File: src/rtl/md_pkg.sv
// Shared definitions for the position ring controller.
// Dispatch codes, controller states and a saturating counter helper.
package md_pkg;

  localparam logic [1:0] DISP_CLEAR = 2'b11;
  localparam logic [1:0] DISP_GO    = 2'b01;
  localparam logic [1:0] DISP_HOLD  = 2'b10;
  localparam logic [1:0] DISP_RUN   = 2'b00;

  localparam int NNODES_DEF = 8;

  typedef enum logic [2:0] {
    ST_IDLE,
    ST_CLEAR,
    ST_DISPATCH,
    ST_RUN_ACK,
    ST_WAIT_Q,
    ST_FLUSH_ACK,
    ST_SWAP
  } state_e;

  function automatic logic [15:0] sat_inc16(
    input logic [15:0] v
  );
    return (&v) ? v : v + 16'd1;
  endfunction

endpackage

File: src/rtl/position_ring_ctrl_if.sv
// Ring-side bundle: node status in, dispatch/buffer/neighbor handshake out.
// master = controller, slave = ring nodes plus force/update consumers.
interface position_ring_ctrl_if
  import md_pkg::*;
#(
  parameter int NNODES = NNODES_DEF
);

  logic [NNODES-1:0] node_done_batch;
  logic [NNODES-1:0] node_done_all;
  logic [NNODES-1:0] node_in_flight;
  logic              nbr_ack;
  logic              swap_ok;
  logic [1:0]        dispatch;
  logic              double_buffer;
  logic              nbr_valid;

  modport master (
    input  node_done_batch,
    input  node_done_all,
    input  node_in_flight,
    input  nbr_ack,
    input  swap_ok,
    output dispatch,
    output double_buffer,
    output nbr_valid
  );

  modport slave (
    output node_done_batch,
    output node_done_all,
    output node_in_flight,
    output nbr_ack,
    output swap_ok,
    input  dispatch,
    input  double_buffer,
    input  nbr_valid
  );

endinterface

File: src/rtl/ring_quiet_detect.sv
// Batch-end detector: counts consecutive quiet ring cycles up to DRAIN.
// clr_i holds the count at zero; finished_o pulses when DRAIN is reached.
module ring_quiet_detect #(
  parameter int NNODES = 8,
  parameter int DRAIN  = 2
) (
  input  logic              clk,
  input  logic              rst_ni,
  input  logic              clr_i,
  input  logic [NNODES-1:0] done_batch_i,
  input  logic [NNODES-1:0] in_flight_i,
  output logic              finished_o
);

  localparam int CW = $clog2(DRAIN + 2);

  logic [CW-1:0] cnt_q, cnt_d;
  logic          quiet;

  assign quiet      = (&done_batch_i) && !(|in_flight_i);
  assign finished_o = (cnt_q == CW'(DRAIN));

  // Restart after reporting so the flag is a single-cycle pulse.
  always_comb begin
    cnt_d = cnt_q;
    if (clr_i || !quiet || finished_o) begin
      cnt_d = '0;
    end else begin
      cnt_d = cnt_q + 1'b1;
    end
  end

  always_ff @(posedge clk or negedge rst_ni) begin
    if (!rst_ni) begin
      cnt_q <= '0;
    end else begin
      cnt_q <= cnt_d;
    end
  end

endmodule

File: src/rtl/position_ring_ctrl.sv
// Timestep sequencer for one ring of position nodes.
// Ports: clk/reset, start/num_steps, ring bundle, status and counters.
module position_ring_ctrl
  import md_pkg::*;
#(
  parameter int NNODES = NNODES_DEF,
  parameter int DRAIN  = 2,
  parameter int TSW    = 16
) (
  input  logic                 clk,
  input  logic                 reset,
  input  logic                 start,
  input  logic [TSW-1:0]       num_steps,
  position_ring_ctrl_if.master ring,
  output logic                 busy,
  output logic                 step_done,
  output logic                 run_done,
  output logic [TSW-1:0]       step_count,
  output logic [15:0]          batch_count
);

  state_e         state_q;
  logic [1:0]     disp_q;
  logic           db_q;
  logic           nv_q;
  logic           busy_q;
  logic           sd_q;
  logic           rd_q;
  logic           fin_q;
  logic [TSW-1:0] steps_q;
  logic [TSW-1:0] step_cnt_q;
  logic [15:0]    batch_q;
  logic           finished;

  ring_quiet_detect #(
    .NNODES (NNODES),
    .DRAIN  (DRAIN)
  ) u_quiet (
    .clk          (clk),
    .rst_ni       (reset),
    .clr_i        (state_q != ST_WAIT_Q),
    .done_batch_i (ring.node_done_batch),
    .in_flight_i  (ring.node_in_flight),
    .finished_o   (finished)
  );

  always_ff @(posedge clk or negedge reset) begin
    if (!reset) begin
      state_q    <= ST_IDLE;
      disp_q     <= DISP_RUN;
      db_q       <= 1'b0;
      nv_q       <= 1'b0;
      busy_q     <= 1'b0;
      sd_q       <= 1'b0;
      rd_q       <= 1'b0;
      fin_q      <= 1'b0;
      steps_q    <= '0;
      step_cnt_q <= '0;
      batch_q    <= '0;
    end else begin
      sd_q <= 1'b0;
      rd_q <= 1'b0;
      unique case (state_q)
        ST_IDLE: begin
          if (start) begin
            steps_q    <= (num_steps == '0) ? TSW'(1) : num_steps;
            step_cnt_q <= '0;
            batch_q    <= '0;
            fin_q      <= 1'b0;
            busy_q     <= 1'b1;
            disp_q     <= DISP_CLEAR;
            state_q    <= ST_CLEAR;
          end
        end
        ST_CLEAR: begin
          batch_q <= sat_inc16(batch_q);
          disp_q  <= DISP_GO;
          state_q <= ST_DISPATCH;
        end
        ST_DISPATCH: begin
          if (fin_q) begin
            nv_q    <= 1'b1;
            disp_q  <= DISP_HOLD;
            state_q <= ST_FLUSH_ACK;
          end else if (batch_q == 16'd1) begin
            // First batch only carries the reset neighbor pattern.
            disp_q  <= DISP_RUN;
            state_q <= ST_WAIT_Q;
          end else begin
            nv_q    <= 1'b1;
            disp_q  <= DISP_HOLD;
            state_q <= ST_RUN_ACK;
          end
        end
        ST_RUN_ACK: begin
          if (ring.nbr_ack) begin
            nv_q    <= 1'b0;
            disp_q  <= DISP_RUN;
            state_q <= ST_WAIT_Q;
          end
        end
        ST_WAIT_Q: begin
          if (finished) begin
            fin_q   <= &ring.node_done_all;
            batch_q <= sat_inc16(batch_q);
            disp_q  <= DISP_GO;
            state_q <= ST_DISPATCH;
          end
        end
        ST_FLUSH_ACK: begin
          if (ring.nbr_ack) begin
            nv_q    <= 1'b0;
            disp_q  <= DISP_RUN;
            state_q <= ST_SWAP;
          end
        end
        ST_SWAP: begin
          if (ring.swap_ok) begin
            db_q       <= ~db_q;
            step_cnt_q <= step_cnt_q + TSW'(1);
            sd_q       <= 1'b1;
            fin_q      <= 1'b0;
            if (step_cnt_q + TSW'(1) == steps_q) begin
              rd_q    <= 1'b1;
              busy_q  <= 1'b0;
              disp_q  <= DISP_RUN;
              state_q <= ST_IDLE;
            end else begin
              batch_q <= '0;
              disp_q  <= DISP_CLEAR;
              state_q <= ST_CLEAR;
            end
          end
        end
        default: begin
          busy_q  <= 1'b0;
          nv_q    <= 1'b0;
          disp_q  <= DISP_RUN;
          state_q <= ST_IDLE;
        end
      endcase
    end
  end

  assign ring.dispatch      = disp_q;
  assign ring.double_buffer = db_q;
  assign ring.nbr_valid     = nv_q;
  assign busy               = busy_q;
  assign step_done          = sd_q;
  assign run_done           = rd_q;
  assign step_count         = step_cnt_q;
  assign batch_count        = batch_q;

endmodule

File: src/flat_wrapper.sv
// flat-port wrapper written by rule: the top's interface ports become plain ports
module position_ring_ctrl_flat import md_pkg::*;
#(
  parameter int NNODES = NNODES_DEF,
  parameter int DRAIN  = 2,
  parameter int TSW    = 16
)
  (clk, reset, start, num_steps, busy, step_done, run_done, step_count, batch_count, ring_node_done_batch, ring_node_done_all, ring_node_in_flight, ring_nbr_ack, ring_swap_ok, ring_dispatch, ring_double_buffer, ring_nbr_valid);
  position_ring_ctrl_if #(.NNODES(NNODES)) ring_i ();
  input  logic clk;
  input  logic reset;
  input  logic start;
  input  logic [TSW-1:0] num_steps;
  output logic busy;
  output logic step_done;
  output logic run_done;
  output logic [TSW-1:0] step_count;
  output logic [15:0] batch_count;
  input wire logic [$bits(ring_i.node_done_batch)-1:0] ring_node_done_batch;
  input wire logic [$bits(ring_i.node_done_all)-1:0] ring_node_done_all;
  input wire logic [$bits(ring_i.node_in_flight)-1:0] ring_node_in_flight;
  input wire logic [$bits(ring_i.nbr_ack)-1:0] ring_nbr_ack;
  input wire logic [$bits(ring_i.swap_ok)-1:0] ring_swap_ok;
  output wire logic [$bits(ring_i.dispatch)-1:0] ring_dispatch;
  output wire logic [$bits(ring_i.double_buffer)-1:0] ring_double_buffer;
  output wire logic [$bits(ring_i.nbr_valid)-1:0] ring_nbr_valid;
  assign ring_i.node_done_batch = ring_node_done_batch;
  assign ring_i.node_done_all = ring_node_done_all;
  assign ring_i.node_in_flight = ring_node_in_flight;
  assign ring_i.nbr_ack = ring_nbr_ack;
  assign ring_i.swap_ok = ring_swap_ok;
  assign ring_dispatch = ring_i.dispatch;
  assign ring_double_buffer = ring_i.double_buffer;
  assign ring_nbr_valid = ring_i.nbr_valid;
  position_ring_ctrl #(.NNODES(NNODES), .DRAIN(DRAIN), .TSW(TSW)) u_core (.clk(clk), .reset(reset), .start(start), .num_steps(num_steps), .ring(ring_i), .busy(busy), .step_done(step_done), .run_done(run_done), .step_count(step_count), .batch_count(batch_count));
endmodule
File: config.mk
export PLATFORM = sky130hd
export DESIGN_NAME = position_ring_ctrl_flat
export DESIGN_NICKNAME = d
export VERILOG_FILES = /design/src/rtl/md_pkg.sv /design/src/rtl/position_ring_ctrl_if.sv /design/src/rtl/ring_quiet_detect.sv /design/src/rtl/position_ring_ctrl.sv /design/src/flat_wrapper.sv
export SDC_FILE = /design/constraint.sdc
export NUM_CORES = 1
export LEC_CHECK = 0
export CAP_MARGIN = 20
export CELL_PAD_IN_SITES_DETAIL_PLACEMENT = 0
export CELL_PAD_IN_SITES_GLOBAL_PLACEMENT = 1
export CORE_MARGIN = 5
export CORE_UTILIZATION = 44
export CTS_CLUSTER_SIZE = 40
export DETAILED_ROUTE_END_ITERATION = 12
export DONT_BUFFER_PORTS = 1
export GPL_ROUTABILITY_DRIVEN = 1
export GPL_TIMING_DRIVEN = 0
export PLACE_DENSITY_LB_ADDON = 0.1
export SLEW_MARGIN = 40
export SYNTH_ARGS = -nofsm -noshare
export SYNTH_HDL_FRONTEND = slang
export SYNTH_HIERARCHICAL = 1
export SYNTH_SLANG_ARGS = --single-unit
File: constraint.sdc
create_clock -name clk -period 2.22 [get_ports clk]
set_input_delay 0.222 -clock clk [delete_from_list [all_inputs] [get_ports clk]]
set_output_delay 0.222 -clock clk [all_outputs]
set_load 0.05 [all_outputs]
; Yosys cells after proc, flatten, opt, wreduce, memory -nomap -nowiden
; Index checks and enable logic that the tools add are counted.
[word_totals]
ff_bits = 61
input_bits = 45
wordCells = 107
[classes]
eq_ne = 19
reduce_logical = 26
muxes = 44
bitwise = 3
addsub = 3
[ops]
columns = operator, n
row1 = two-way mux 16 bit, 7
row2 = one-hot mux 16 bit (4 select lines), 1
row3 = adder 16 x 1 -> 16 bit (second input constant), 2
row4 = one-hot mux 16 bit (2 select lines), 1
row5 = two-way mux 3 bit, 7
row6 = one-hot mux 3 bit (7 select lines), 1
row7 = == test 16 x 1 -> 1 bit (second input constant), 1
row8 = == test 16 bit, 1
row9 = logical NOT 16 bit, 1
row10 = two-way mux 2 bit, 8
row11 = AND reduction 16 bit, 1
row12 = AND reduction 8 bit, 2
row13 = two-way mux 1 bit, 15
row14 = inequality test 2 bit (second input constant), 6
row15 = one-hot mux 2 bit (6 select lines), 1
row16 = AND reduction 4 bit, 3
row17 = AND reduction 5 bit, 2
row18 = == test 3 bit (second input constant), 3
row19 = one-hot mux 1 bit (3 select lines), 3
row20 = OR reduction 8 bit, 1
row21 = == test 3 x 2 -> 1 bit (second input constant), 2
row22 = AND reduction 3 bit, 2
row23 = OR reduction 5 bit, 1
row24 = inequality test 2 x 1 -> 1 bit (second input constant), 2
row25 = other kinds (16), 21

; Logic depth before layout (Yosys ltp)
[logic_depth]
depth_word = 7
depth_mapped = 10
ltp_nobuf = 8

; Hierarchy
; Netlist, hierarchy kept.
[by_module_without_submodules]
columns = mod, cells_each, instances, area_per_inst_um2
row1 = position_ring_ctrl, 366, 1, 3599.7
row2 = ring_quiet_detect, 12, 1, 128.9

; Worst setup path after synthesis
; OpenSTA, ideal clock, no wires.
[synth_path]
path_kind = flip-flop to flip-flop
startpoint = register u_core.batch_q[0] (netlist: u_core/batch_count[0])
endpoint = register u_core.batch_q[3] (netlist: u_core/batch_count[3])
t_arrival_ps = 2618
slack_ps = -517
t_required_ps = 2101
synth_period_minus_slack_ps = 2737
path_stages_with_launch = 10
path_buffers = 1
path_cell_list = dfrtp_1 -> ha_1 -> nand3_2 -> or4_4 -> nor3_2 -> a41oi_2 -> nand2_2 -> buf_6 -> o31ai_1 -> a21o_2
[synth_via]
elab_chain_len = 4
elab_cells_between_ends = 5
cone_classes = 1 x add/sub / 3 x mux / 1 x reduce/logical
[synth_rtl]
columns = element, line
row1 = "start, declared", position_ring_ctrl.sv:32  ; logic [15:0] batch_q;
row2 = "start signal, assigned", position_ring_ctrl.sv:76  ; batch_q <= sat_inc16(batch_q);
row3 = "start signal, assigned", position_ring_ctrl.sv:105  ; batch_q <= sat_inc16(batch_q);
row4 = adder 16 x 1 -> 16 bit or AND reduction 16 bit (tied branches), md_pkg.sv:25  ; return (&v) ? v : v + 16'd1;
row5 = two-way mux 16 bit *, md_pkg.sv:25
row6 = two-way mux 16 bit, position_ring_ctrl.sv:103  ; if (finished) begin
row7 = one-hot mux 16 bit (4 select lines) *, position_ring_ctrl.sv:63  ; unique case (state_q)
; Mark *: on every way between the ends. The rest lies on a longest branch, timed or not. The select of a mux whose other input is x is not followed.
; A chain may end at the register's enable or synchronous reset.

; Worst setup path in the final report
[layout_path]
startpoint = register u_core.step_cnt_q[2] (netlist: u_core/step_count[2])
endpoint = register u_core.batch_q[8] (netlist: u_core/batch_count[8])
[layout_via]
elab_chain_len = 4
[layout_rtl]
columns = element, line
row1 = "start, declared", position_ring_ctrl.sv:31  ; logic [TSW-1:0] step_cnt_q;
row2 = "start signal, assigned", position_ring_ctrl.sv:120  ; step_cnt_q <= step_cnt_q + TSW'(1);
row3 = adder 16 x 1 -> 16 bit, position_ring_ctrl.sv:123  ; if (step_cnt_q + TSW'(1) == steps_q) begin
row4 = == test 16 bit, position_ring_ctrl.sv:123
row5 = inequality test 2 bit (no source line), n/a
row6 = AND reduction 5 bit (no source line), n/a
; Every way passes these cells.

==> metrics.md <==
| Metric | Value |
|---|---|
| Pre-CTS setup slack | -443 ps |
| Share of cells above drive strength 1 | between 20% and 30% |
| Sequential area share after synthesis | 40.9% |
| Most common cell after layout, fill and taps aside | dfrtp_1 |
| Worst path arrival time | 2820 ps |
| Number of I/O port buffers | 0 |
| Post-synthesis async set-or-reset flop share | 100% |
| Nets | 454 |
| Clock buffer depth | 2 |
| FF-to-FF End | u_core/batch_count[8] |
| Synth Area in Simple Gates | ~22% |
| Die Area | 10,400 µm² |
| Fillers | 751 |
| Die H | 102 µm |
| Detail Placement HPWL | 6750 µm |
| RSZ-0062 raised after global routing | yes |
| Post-Syn Area | 3730 µm² |
| Syn_nets | about 430 |
| Residual DRC | 0 |
| Max Clock Freq | 394 MHz |
| Tot GR Track Use | 19.3% |
| Period utilization | 114% |
| CP startpoint | u_core/step_count[2] |
| Cells after synthesis | about 380 |
| Hold Path Class | input port to flip-flop |
| Final core occ | 54.0% |
| Commonest cells after routing, fill and taps aside | dfrtp_1 (37), nand2_1 (28), o21ai_0 (27), nor2_1 (26) |
| DRT iter0 DRCs | 117 |
| Relative slew slack | 53.9% |
| Failing checks | negative setup slack |
| WHS | 20.6 ps |
| Setup crit end kind | flip-flop |
| Final min period | about 2500 ps |
| Average wire per standard cell | 18.4 µm |
| Hold Violations, Final | 0 |
| Placer Congestion | 0.804 |
| R2R cell count | 9 |
| Post-synth EDFFs | 0 |
| Pwr dens | 1110 nW/µm² |
| Hold path endpoint | u_core/steps_q[6] |
| Synth Area in XOR/XNOR | under 10% |
| Synth Area in Adders | 1.34% |
| Post-synthesis cell type count | 71 |
| Synth Flop Type | dfrtp_1 |
| CP Max Fanout | 10 |
| Initial antenna violation count | 0 |
| Placement Cell Area | 3980 µm² |
| Flops & latches, synth | slightly above 60 |
| H-tree depth | 3 |
| Warnings from Yosys | 6 |
| Max cap viols | 0 |
| Compound-Gate Fraction of Synth Area | 20.4% |
| Clock-pin transition on the worst setup and hold timing paths | 80 ps |
| Count of pins over their slew limit | 0 |
| Critical path launch point type | flip-flop |
| Vias | 3,038 |
| Hold Crit Start | num_steps[6] |
| Core area | 8220 µm² |
| Largest family of logic cells by synthesized area | simple AND/OR/NAND/NOR gates |
| DR pass1 iterations | 5 |
| Syn Area/Cell | 9.86 µm² |
| Ports | 84 |
| Ant diodes | 0 |
| Average vias per placed instance | 5.90 |
| Worst R2R Start | u_core/step_count[2] |
| Core Rows | 33 |
| CTS root buf | clkbuf_8 |
| Critical Path RT | 2500 ps |
| Worst Skew | between 10 and 15 ps |
| Worst-Skew Late Latency | ~350 ps |
| Status | finished with violations |
| Vias in the first global route | 3,056 |
| Reg2reg setup slack | -320 ps |
| Mux contribution to synthesized area | under 10% |
| Worst vdd ir | 0.859 mV |
| First-pass GRT wire length | 15,700 µm |
| Setup WS post-layout | -320 ps |
| Final setup viols | 21 |
| Global route overflow | 0 |
| Die span in x | 102 µm |
| CTS tree | done |
| Post-route design area | 4440 µm² |
| WL final | 9490 µm |
| Worst-margin pin slew | 689 ps |
| Num CTS Buffers | 9 |
| Hold Path Depth | 1 |
| Initial Util | 45.4% |
| Static Leak | 0.00184 µW |
| Pin count of the biggest net entering global routing | slightly above 60 |
| Worst Setup Path Type | flip-flop to flip-flop |
| ANT nets after route | 0 |
| Clock sink count | 61 |
| Area added between synthesis and finish | 19.0% |
[metal layers]
layer  part of all wire, %  global-route usage [%]  wire length (µm)  up-vias
met4                   1.2                    6.36               118        0
li1                      -                       -                 -     1475
met2                    45                    28.9              4310       86
met1                    46                    26.2              4340     1469
met5                     0                       0                 0        -
met3                   7.6                    6.48               724        8
[stage by stage]
stage | std cells | setup TNS [ps] | power (µW)
floorplan | 378 | -1170 | 3240
finish | 515 | -5930 | 4910
global placement | 483 | -11740 | 3620
detailed placement | 483 | -12050 | 3640
CTS | 511 | -6570 | 4900
global route | 515 | -7780 | 5240
[registers in the layout, indices dropped and copies added, names as in the netlist]
name                       cells
u_core/ring.nbr_valid          1
u_core/steps_q                16
u_core/run_done                1
u_core/batch_count            16
u_core/u_quiet/cnt_q           2
u_core/state_q                 3
u_core/ring.dispatch           2
u_core/ring.double_buffer      1
u_core/fin_q                   1
u_core/step_count             16
u_core/step_done               1
u_core/busy                    1
[repair_timing]
item,CTS,global route
buffers inserted,11,4
pin swaps,13,5
hold buffers,2,0
endpoints found under the setup margin,40,35
hold endpoints to repair,61,0
gates resized for setup,18,11
[power breakdown]
part           switching, µW  internal, µW  total, µW
sequential               516          1380       1900
combinational           1010           910       1920
clock                    466           626       1090
[cell families (layout without fill, tap and decap cells)]
group                    Yosys count  count (layout)
AND/OR/NAND/NOR                  139             139
AO/OA/AOI/OAI                    105             105
flip-flops                        61              61
buffers and inverters             28              60
XOR/XNOR                          23              23
multiplexers                      18              18
adder cells (fa/ha/maj)            4               4
[how the worst max path moves through the flow]
stage                                    endpoint  slack (ps)  cells after the start
final                       u_core/batch_count[8]        -320                      9
after CTS                 u_core/ring.dispatch[1]        -350                     10
after global routing        u_core/batch_count[5]        -410                      9
after global placement      u_core/batch_count[8]        -420                      8
after detailed placement    u_core/batch_count[8]        -440                      8
after floorplan             u_core/batch_count[3]        -100                      9
[final cells by class]
type / count / area (µm²) / area share (%)
flip-flops and latches: 61 / 1570 / 35.5
multi-input cells: 289 / 2190 / 49.4
clock buffers: 9 / 124 / 2.79
inverters: 12 / 45.0 / 1.02
clock inverters: 7 / 90.1 / 2.03
well taps: 105 / 131 / 2.96
repair buffers: 17 / 155 / 3.50
plain buffers: 15 / 125 / 2.82
[worst max-delay path, cell delays in order, from the launching register on]
cell,delay (ps)
dfrtp_2,540
buf_8,170
nand3_4,130
nor4_4,320
mux2_4,350
a211oi_4,330
a31oi_2,150
o21ai_2,200
buf_6,170
a211o_1,130
[cell usage after synthesis (all sizes together) (2+ instances only)]
cell type	number	area [µm²]
a211o	4	35.0
a211oi	4	52.6
a21boi	3	22.5
a21o	14	106
a21oi	9	45.0
a221o	2	21.3
a2bb2oi	2	17.5
a31oi	3	25.0
a41oi	3	33.8
and2	2	13.8
and3	5	32.5
buf	8	65.1
clkbuf	8	40.0
dfrtp	61	1530
ha	4	50.1
inv	12	45.0
mux2	16	180
mux2i	2	20.0
nand2	30	118
nand2b	3	26.3
nand3	17	100
nand3b	2	15.0
nand4	13	103
nor2	28	105
nor2b	3	18.8
nor3	10	60.1
nor4	11	120
nor4b	2	17.5
o211ai	6	45.0
o21ai	30	154
o22ai	2	12.5
o31ai	10	75.1
o41ai	6	52.6
or2	2	12.5
or3	6	37.5
or4	2	22.5
xnor2	18	158
xor2	4	35.0
Power figures use the tool's default switching activity.
